**src/rtl/cpu_pkg.sv**
```systemverilog
// Shared CPU types for the return-address stack: widths, FSM states and fault codes.
package cpu_pkg;

  localparam int unsigned PC_W     = 10;
  localparam int unsigned RS_DEPTH = 8;

  typedef enum logic {
    RUN   = 1'b0,
    FAULT = 1'b1
  } rs_state_t;

  typedef enum logic [1:0] {
    FC_NONE      = 2'b00,
    FC_OVERFLOW  = 2'b01,
    FC_UNDERFLOW = 2'b10
  } rs_fault_t;

endpackage

```
**src/rtl/return_stack_if.sv**
```systemverilog
// Decoder/PC-side signal bundle for the return stack; master = CPU core, slave = stack.
interface return_stack_if #(
  parameter int unsigned PC_W  = cpu_pkg::PC_W,
  parameter int unsigned DEPTH = cpu_pkg::RS_DEPTH
);
  localparam int unsigned DW = $clog2(DEPTH) + 1;

  logic            start;
  logic            call;
  logic            ret;
  logic [PC_W-1:0] call_target;
  logic [PC_W-1:0] rp;
  logic            jump2sub;
  logic [PC_W-1:0] subroutine;
  logic [DW-1:0]   depth;
  logic            fault;
  logic [1:0]      fault_code;

  modport master (
    output start, call, ret, call_target, rp,
    input  jump2sub, subroutine, depth, fault, fault_code
  );

  modport slave (
    input  start, call, ret, call_target, rp,
    output jump2sub, subroutine, depth, fault, fault_code
  );
endinterface

```
**src/rtl/rs_regfile.sv**
```systemverilog
// Return-address storage: one synchronous write port, one combinational read port.
module rs_regfile #(
  parameter int unsigned DEPTH = 8,
  parameter int unsigned PC_W  = 10
) (
  input  logic                     clk_i,
  input  logic                     rst_i,
  input  logic                     clr_i,
  input  logic                     we_i,
  input  logic [$clog2(DEPTH)-1:0] waddr_i,
  input  logic [PC_W-1:0]          wdata_i,
  input  logic [$clog2(DEPTH)-1:0] raddr_i,
  output logic [PC_W-1:0]          rdata_o
);

  logic [PC_W-1:0] mem_q [DEPTH];

  always_ff @(posedge clk_i or posedge rst_i) begin
    if (rst_i) begin
      for (int i = 0; i < int'(DEPTH); i++) mem_q[i] <= '0;
    end else if (clr_i) begin
      for (int i = 0; i < int'(DEPTH); i++) mem_q[i] <= '0;
    end else if (we_i) begin
      mem_q[waddr_i] <= wdata_i;
    end
  end

  assign rdata_o = mem_q[raddr_i];

endmodule

```
**src/rtl/return_stack.sv**
```systemverilog
// Subroutine return-address stack with zero-latency jump request and latched overflow/underflow fault.
module return_stack #(
  parameter int unsigned DEPTH = cpu_pkg::RS_DEPTH,
  parameter int unsigned PC_W  = cpu_pkg::PC_W
) (
  input  logic           clk,
  input  logic           reset,
  return_stack_if.slave  bus
);
  import cpu_pkg::*;

  localparam int unsigned AW = $clog2(DEPTH);
  localparam int unsigned DW = AW + 1;

  rs_state_t       state_q, state_d;
  rs_fault_t       code_q,  code_d;
  logic [DW-1:0]   depth_q, depth_d;
  logic            we_c;
  logic            jump_c;
  logic [PC_W-1:0] sub_c;
  logic [PC_W-1:0] top_c;
  logic [PC_W-1:0] ret_addr_c;
  logic [AW-1:0]   raddr_c;
  logic            empty_c;
  logic            full_c;

  assign empty_c    = (depth_q == '0);
  assign full_c     = (depth_q == DW'(DEPTH));
  assign raddr_c    = AW'(depth_q - DW'(1));
  assign ret_addr_c = bus.rp + PC_W'(1);

  rs_regfile #(
    .DEPTH (DEPTH),
    .PC_W  (PC_W)
  ) u_regfile (
    .clk_i   (clk),
    .rst_i   (reset),
    .clr_i   (bus.start),
    .we_i    (we_c),
    .waddr_i (depth_q[AW-1:0]),
    .wdata_i (ret_addr_c),
    .raddr_i (raddr_c),
    .rdata_o (top_c)
  );

  // Next state and same-cycle jump request; call wins over a simultaneous ret.
  always_comb begin
    state_d = state_q;
    code_d  = code_q;
    depth_d = depth_q;
    we_c    = 1'b0;
    jump_c  = 1'b0;
    sub_c   = empty_c ? '0 : top_c;

    if (bus.start) begin
      state_d = RUN;
      code_d  = FC_NONE;
      depth_d = '0;
    end else if (state_q == RUN) begin
      if (bus.call) begin
        if (full_c) begin
          state_d = FAULT;
          code_d  = FC_OVERFLOW;
        end else begin
          we_c    = 1'b1;
          depth_d = depth_q + DW'(1);
          jump_c  = 1'b1;
          sub_c   = bus.call_target;
        end
      end else if (bus.ret) begin
        if (empty_c) begin
          state_d = FAULT;
          code_d  = FC_UNDERFLOW;
        end else begin
          depth_d = depth_q - DW'(1);
          jump_c  = 1'b1;
        end
      end
    end
  end

  always_ff @(posedge clk or posedge reset) begin
    if (reset) begin
      state_q <= RUN;
      code_q  <= FC_NONE;
      depth_q <= '0;
    end else begin
      state_q <= state_d;
      code_q  <= code_d;
      depth_q <= depth_d;
    end
  end

  // Reset holds the registers at their idle values, so the request must be masked explicitly.
  assign bus.jump2sub   = jump_c & ~reset;
  assign bus.subroutine = sub_c;
  assign bus.depth      = depth_q;
  assign bus.fault      = (state_q == FAULT);
  assign bus.fault_code = code_q;

endmodule

```
**src/flat_wrapper.sv**
```systemverilog
// flat-port wrapper written by rule: the top's interface ports become plain ports
module return_stack_flat import cpu_pkg::*;
#(
  parameter int unsigned DEPTH = cpu_pkg::RS_DEPTH,
  parameter int unsigned PC_W  = cpu_pkg::PC_W
)
  (clk, reset, bus_start, bus_call, bus_ret, bus_call_target, bus_rp, bus_jump2sub, bus_subroutine, bus_depth, bus_fault, bus_fault_code);
  return_stack_if #(.PC_W(PC_W), .DEPTH(DEPTH)) bus_i ();
  input  logic clk;
  input  logic reset;
  input wire logic [$bits(bus_i.start)-1:0] bus_start;
  input wire logic [$bits(bus_i.call)-1:0] bus_call;
  input wire logic [$bits(bus_i.ret)-1:0] bus_ret;
  input wire logic [$bits(bus_i.call_target)-1:0] bus_call_target;
  input wire logic [$bits(bus_i.rp)-1:0] bus_rp;
  output wire logic [$bits(bus_i.jump2sub)-1:0] bus_jump2sub;
  output wire logic [$bits(bus_i.subroutine)-1:0] bus_subroutine;
  output wire logic [$bits(bus_i.depth)-1:0] bus_depth;
  output wire logic [$bits(bus_i.fault)-1:0] bus_fault;
  output wire logic [$bits(bus_i.fault_code)-1:0] bus_fault_code;
  assign bus_i.start = bus_start;
  assign bus_i.call = bus_call;
  assign bus_i.ret = bus_ret;
  assign bus_i.call_target = bus_call_target;
  assign bus_i.rp = bus_rp;
  assign bus_jump2sub = bus_i.jump2sub;
  assign bus_subroutine = bus_i.subroutine;
  assign bus_depth = bus_i.depth;
  assign bus_fault = bus_i.fault;
  assign bus_fault_code = bus_i.fault_code;
  return_stack #(.DEPTH(DEPTH), .PC_W(PC_W)) u_core (.clk(clk), .reset(reset), .bus(bus_i));
endmodule
```
**config.mk**
```make
export PLATFORM = sky130hd
export DESIGN_NAME = return_stack_flat
export DESIGN_NICKNAME = d
export VERILOG_FILES = /design/src/rtl/cpu_pkg.sv /design/src/rtl/return_stack_if.sv /design/src/rtl/rs_regfile.sv /design/src/rtl/return_stack.sv /design/src/flat_wrapper.sv
export SDC_FILE = /design/constraint.sdc
export NUM_CORES = 1
export LEC_CHECK = 0
export BUFFER_PORTS_ARGS = -buffer_cell sky130_fd_sc_hd__clkbuf_2
export CAP_MARGIN = 10
export CORE_MARGIN = 2
export CORE_UTILIZATION = 50
export DETAILED_ROUTE_END_ITERATION = 7
export GPL_TIMING_DRIVEN = 0
export PLACE_DENSITY = 0.69
export SLEW_MARGIN = 0
export SYNTH_ARGS = -nofsm -noshare
export SYNTH_HDL_FRONTEND = slang
export SYNTH_HIERARCHICAL = 1
export SYNTH_SLANG_ARGS = --single-unit
```
**constraint.sdc**
```tcl
create_clock -name clk -period 4.1 [get_ports clk]
set_input_delay 0 -clock clk [delete_from_list [all_inputs] [get_ports clk]]
set_output_delay 0 -clock clk [all_outputs]
set_load 0.005 [all_outputs]
```
# --- Word-level counts from Yosys, hierarchy flattened ---
# Index checks and enable logic that the tools add are counted.
# Widths: inputs -> output; s select.
word_totals:
  elab_cells: 73
  reg_bits: 87
  in_bits: 25
classes:
  magnitude_cmp: 3
  n_eq_ne: 5
  add_sub_neg: 3
  n_reduce_logical: 7
  bitwise_logic: 4
  muxes: 40
ops:
  columns: ["operator", "n"]
  rows:
  - ["$mux 80", 2]
  - ["$bwmux 80", 1]
  - ["$mux 10", 8]
  - ["$bmux 10 s3", 1]
  - ["$demux 10 s3", 1]
  - ["$mux 4", 6]
  - ["$mux 1", 15]
  - ["$mux 2", 6]
  - ["$add 10x1->10 const B", 1]
  - ["$ge 4x4->1 const B", 2]
  - ["$not 3->4", 2]
  - ["$reduce_and 4->1", 2]
  - ["$ne 3x3->1 const B", 2]
  - ["$reduce_bool 3->1", 2]
  - ["$add 4x1->4 const B", 1]
  - ["$eq 4x4->1 const B", 1]
  - ["$logic_not 4->1", 1]
  - ["$lt 4x1->1 const B", 1]
  - ["$sub 4x1->4 const B", 1]
  - ["$ne 3x2->1 const B", 1]
  - ["$ne 2x2->1 const B", 1]
  - ["$reduce_bool 2->1", 1]
  - ["$and 1x1->1", 1]
  - ["$logic_and 1x1->1", 1]
  - ["$not 1->1", 1]

# --- Logic depth before layout (Yosys ltp) ---
logic_depth:
  depth_word: 10
  ltp_mapped: 9
  ltp_nobuf: 7

# --- Modules after synthesis ---
# The synthesis kept the hierarchy.
by_module_without_submodules:
  columns: ["mod", "area_each_um2", "seq_area_each_um2", "n_inst", "cells_each"]
  rows:
  - ["rs_regfile", 4005.1, 2001.9, 1, 406]
  - ["return_stack", 840.8, 175.2, 1, 120]

# --- Worst setup path before layout ---
# No wires, ideal clock.
synth_timing:
  path_type: "reg2out"
  start: "register u_core.depth_q[0] (netlist: u_core/bus.depth[0])"
  end: "output bus_subroutine[3]"
  path_buffers: 1
  slack_ns: 1.879
  arrival_ns: 2.221
  path_stages_with_launch: 9
  cell_sequence: "dfrtp_1 > inv_1 > ha_1 > xor2_1 > buf_6 > mux4_2 > mux2_2 > nand3_1 > nand2_1"
synth_via:
  elab_chain_len: 10
synth_lines:
  columns: ["element", "line", "text"]
  rows:
  - ["from (decl)", "return_stack.sv:17", "logic [DW-1:0] depth_q, depth_d;"]
  - ["from (signal assigned)", "return_stack.sv:90", "depth_q <= depth_d;"]
  - ["$sub 4x1->4 (*)", "return_stack.sv:29", "assign raddr_c = AW'(depth_q - DW'(1));"]
  - ["named net u_core.raddr_c[0]", "return_stack.sv:23", "logic [AW-1:0] raddr_c;"]
  - ["$not 3->4 (implied by the code) (*)", "rs_regfile.sv:28", "assign rdata_o = mem_q[raddr_i];"]
  - ["$bmux 10 s3 (*)", "rs_regfile.sv:28", null]
  - ["$mux 10 (implied by the code) (*) (2 in a row)", "rs_regfile.sv:28", null]
  - ["named net u_core.top_c[3]", "return_stack.sv:21", "logic [PC_W-1:0] top_c;"]
  - ["$mux 10 (*)", "return_stack.sv:53", "sub_c = empty_c ? '0 : top_c;"]
  - ["$mux 10", "return_stack.sv:61", "if (full_c) begin"]
  - ["$mux 10", "return_stack.sv:60", "if (bus.call) begin"]
  - ["$mux 10", "return_stack.sv:59", "end else if (state_q == RUN) begin"]
  - ["$mux 10 (*)", "return_stack.sv:55", "if (bus.start) begin"]
  - ["to (decl)", "flat_wrapper.sv:17", "output wire logic [$bits(bus_i.subroutine)-1:0] bus_subroutine;"]
# The timed path passes the listed nets; every way through them passes the cells marked *. The select of a mux whose other input is x is not followed.

# --- Worst setup path after layout ---
layout_timing:
  start: "register u_core.depth_q[0] (netlist: u_core/bus.depth[0])"
  end: "output bus_subroutine[4]"
# The elaborated chain is that of the path after synthesis.

==> results.sh <==
export IMPL_synth_nets=555
export IMPL_crit_type="register to output port"
export IMPL_insertion_delay_ps=360
export IMPL_port_buffers=41
export IMPL_worstPathRequired_ps=4100
export IMPL_cts_setup_buffers=0
export IMPL_worstRegToRegCells=8
export IMPL_ys_warnings_count=6
export IMPL_hold_depth=2
export IMPL_wl_met3_um=727
export IMPL_layout_nets=609
export IMPL_insertedDiodeCount=0
export IMPL_ios=43
export IMPL_drc=0
export IMPL_firstDrtPassIters=5
export IMPL_timing_rr_end="u_core/u_regfile/mem_q[74]"
export IMPL_wirelength_mm=13.2
export IMPL_initial_utilization_pct=52.0
export IMPL_vias_per_cell=5.72
export IMPL_mostFrequentLayoutCell="nand2_1"
export IMPL_cp_slowest_cell="dfrtp_1"
export IMPL_setup_viol=0
export IMPL_worstPathCellList="inv_1 -> ha_1 -> xor2_1 -> buf_6 -> mux4_2 -> mux2_4 -> nand3_1 -> nand2_1 -> clkbuf_2"
export IMPL_htree_levels=3
export IMPL_first_global_vias=3960
export IMPL_grt_total_usage_pct=27.0
export IMPL_multi_input_area_um2=2380
export IMPL_crit_path_end_kind="output port"
export IMPL_critPathLaunchType="register"
export IMPL_final_cell_mix="nand2_1, dfrtp_1, a21oi_1, clkbuf_2"
export IMPL_slew_limit_headroom_pct=48.1
export IMPL_rrSetupSlack_ps=1290
export IMPL_dp_hpwl_mm=8.87
export IMPL_ant_nets=0
export IMPL_wl_met2_mm=6.46
export IMPL_cts_root_buffer="clkbuf_8"
export IMPL_gp_congestion=0.873
export IMPL_postSynthCellCount=526
export IMPL_report_final_slew_viol_count=0
export IMPL_min_period_ps=3120
export IMPL_grt_pass1_wl_mm=21.0
export IMPL_synth_area_per_cell_um2=9.21
export IMPL_rsz0062_at_grt="false"
export IMPL_hold_end="u_core/bus.fault"
export IMPL_p_leak_nw=2.42
export IMPL_hold_path_class="input port to register"
export IMPL_cts_sinks=87
export IMPL_fin_tns_setup_ps=0
export IMPL_vias=4087
export IMPL_drive_gt1_share_pct=21.5
export IMPL_routedWlPerCell_um=18.6
export IMPL_numCtsBuffers=9
export IMPL_cp_max_fo=14
export IMPL_cts_path_max_buffers=2
export IMPL_crit_path_max_incr_delay_ps=590
export IMPL_cts_tree="built"
export IMPL_fillCellCount=809
export IMPL_ys_ff_latch=87
export IMPL_hp_start="bus_start"
export IMPL_die_w_um=102
export IMPL_tightest_slew_ps=775
export IMPL_clk_pin_slew_worst_paths_ps=80
export IMPL_num_rows=35
export IMPL_die_h_um=102
export IMPL_yosysSeqAreaShare_pct=44.9
export IMPL_die_area_um2=10500
export IMPL_power_density_nw_per_um2=379
export IMPL_cp_data_arrival_time_ps=3120
export IMPL_antenna_found_initial=0
export IMPL_reg2reg_from="u_core/bus.depth[0]"
export IMPL_syn_area_um2=4850
export IMPL_grt_max_degree=74
export IMPL_drt_iter0_drc=314
export IMPL_synthDistinctLibCells=41
export IMPL_drt_met1_wl_mm=5.74
export IMPL_coreArea_um2=9330
export IMPL_fmax_mhz=321
export IMPL_finalHoldViolCount=0
export IMPL_overflow=0
export IMPL_worst_hold_slack_ps=18.1
export IMPL_area_delta_synth_final_pct=12.7
export IMPL_drv_cap=0
export IMPL_fin_skew_ps=11.3
export IMPL_seq_area_um2=2180
export IMPL_top_layer="met4"
export IMPL_status="finished, final reports clean"
export IMPL_fin_crit_sh_pct=76.1
export IMPL_irDropWorstVdd_v=0.000189
-- synth_stat cells --
cell type / count / area share [%]
nand2_1: 182 / 14
dfrtp_1: 87 / 45
a21oi_1: 86 / 8.9
buf_2: 20 / 2.1
mux4_2: 20 / 9.3
nand3_1: 17 / 1.8
clkbuf_1: 12 / 0.93
mux2_4: 9 / 2.8
nor2_1: 8 / 0.62
o21ai_0: 8 / 0.83
inv_1: 7 / 0.54
xor2_1: 6 / 1.1
buf_4: 5 / 0.77
buf_1: 4 / 0.31
ha_1: 4 / 1.0
xnor2_1: 4 / 0.72
and3_1: 3 / 0.39
and4b_1: 3 / 0.62
and4bb_2: 3 / 0.77
buf_6: 3 / 0.70
mux2_2: 3 / 0.70
nand4_1: 3 / 0.39
nand4b_1: 3 / 0.54
nand4bb_1: 3 / 0.70
nand2b_1: 2 / 0.26
nand3b_1: 2 / 0.31
nor2b_1: 2 / 0.26
nor3_1: 2 / 0.21
o21bai_1: 2 / 0.31
or3_1: 2 / 0.26
a211oi_2: 1 / 0.26
a22oi_4: 1 / 0.44
and4_1: 1 / 0.18
buf_12: 1 / 0.41
clkbuf_8: 1 / 0.28
nor3b_1: 1 / 0.15
nor4b_4: 1 / 0.49
o2bb2ai_1: 1 / 0.18
or3b_1: 1 / 0.18
or4_1: 1 / 0.15
or4b_1: 1 / 0.21
-- kinds of logic after synthesis --
family / share of synthesized area, %
flops: 44.9
buf+inv: 6.02
compound gates: 10.9
fa+ha+maj: 1.03
simple gates: 22.5
xor+xnor: 1.81
mux: 12.8
-- layout make-up --
cell class	instances	share of cell area, %
multi-input cells	386	43.5
flip-flops and latches	87	39.9
plain buffers	46	4.86
repair buffers	43	4.45
well taps	129	2.96
clock buffers	12	2.84
clock inverters	4	0.940
inverters	7	0.527
-- layer usage --
layer	global-route usage (%)	vias to the layer above
li1	-	1892
met1	37.0	2036
met2	44.6	138
met3	2.80	21
met4	10.4	0
met5	0	-
-- where the power goes --
group	total [W]	leakage (nW)	switching (W)	internal (W)
clock	0.000631	0.103	0.000314	0.000317
combinational	0.000523	1.10	0.000306	0.000217
sequential	0.000913	1.21	0.0000310	0.000882
-- worst max path at each step --
stage | from | endpoint | slack [ps]
2_1_floorplan | u_core/bus.depth[0] | bus_subroutine[3] | 1880
3_3_place_gp | reset | u_core/u_regfile/mem_q[23] | 1000
3_5_place_dp | u_core/bus.depth[0] | u_core/u_regfile/mem_q[74] | 1370
4_1_cts | u_core/bus.depth[0] | bus_subroutine[4] | 990
5_1_grt | u_core/bus.depth[0] | bus_subroutine[4] | 800
6_report | u_core/bus.depth[0] | bus_subroutine[4] | 980
-- sequential cells by signal (all words and copies together) (netlist names) --
| signal | count |
|---|---|
| u_core/u_regfile/mem_q | 80 |
| u_core/bus.depth | 4 |
| u_core/bus.fault_code | 2 |
| u_core/bus.fault | 1 |
-- what timing repair did --
action	CTS	global route
gates resized for setup	0	0
hold buffers	1	0
endpoints found under the hold margin	87	0
setup endpoints to repair	0	0
-- stage by stage --
step,cell area (µm²),setup slack [ps],util (%),instances,power (W)
final,5460,982,58.5,714,0.00207
after global routing,5460,797,58.5,714,0.00216
after CTS,5460,988,58.5,714,0.00208
after detailed placement,5240,1370,56.2,697,0.00145
after global placement,5210,999,55.9,696,0.00143
after floorplan,4850,1880,-,526,0.00130
-- critical path: cells and delay by family (launching register included) --
| family | cells | cell delay, ps |
|---|---|---|
| buffers and inverters | 3 | 560 |
| adders and majority gates | 1 | 310 |
| and+or+nand+nor | 2 | 160 |
| xor gates and xnor gates | 1 | 300 |
| muxes | 2 | 850 |
| DFF | 1 | 590 |
Power figures use the tool's default switching activity.
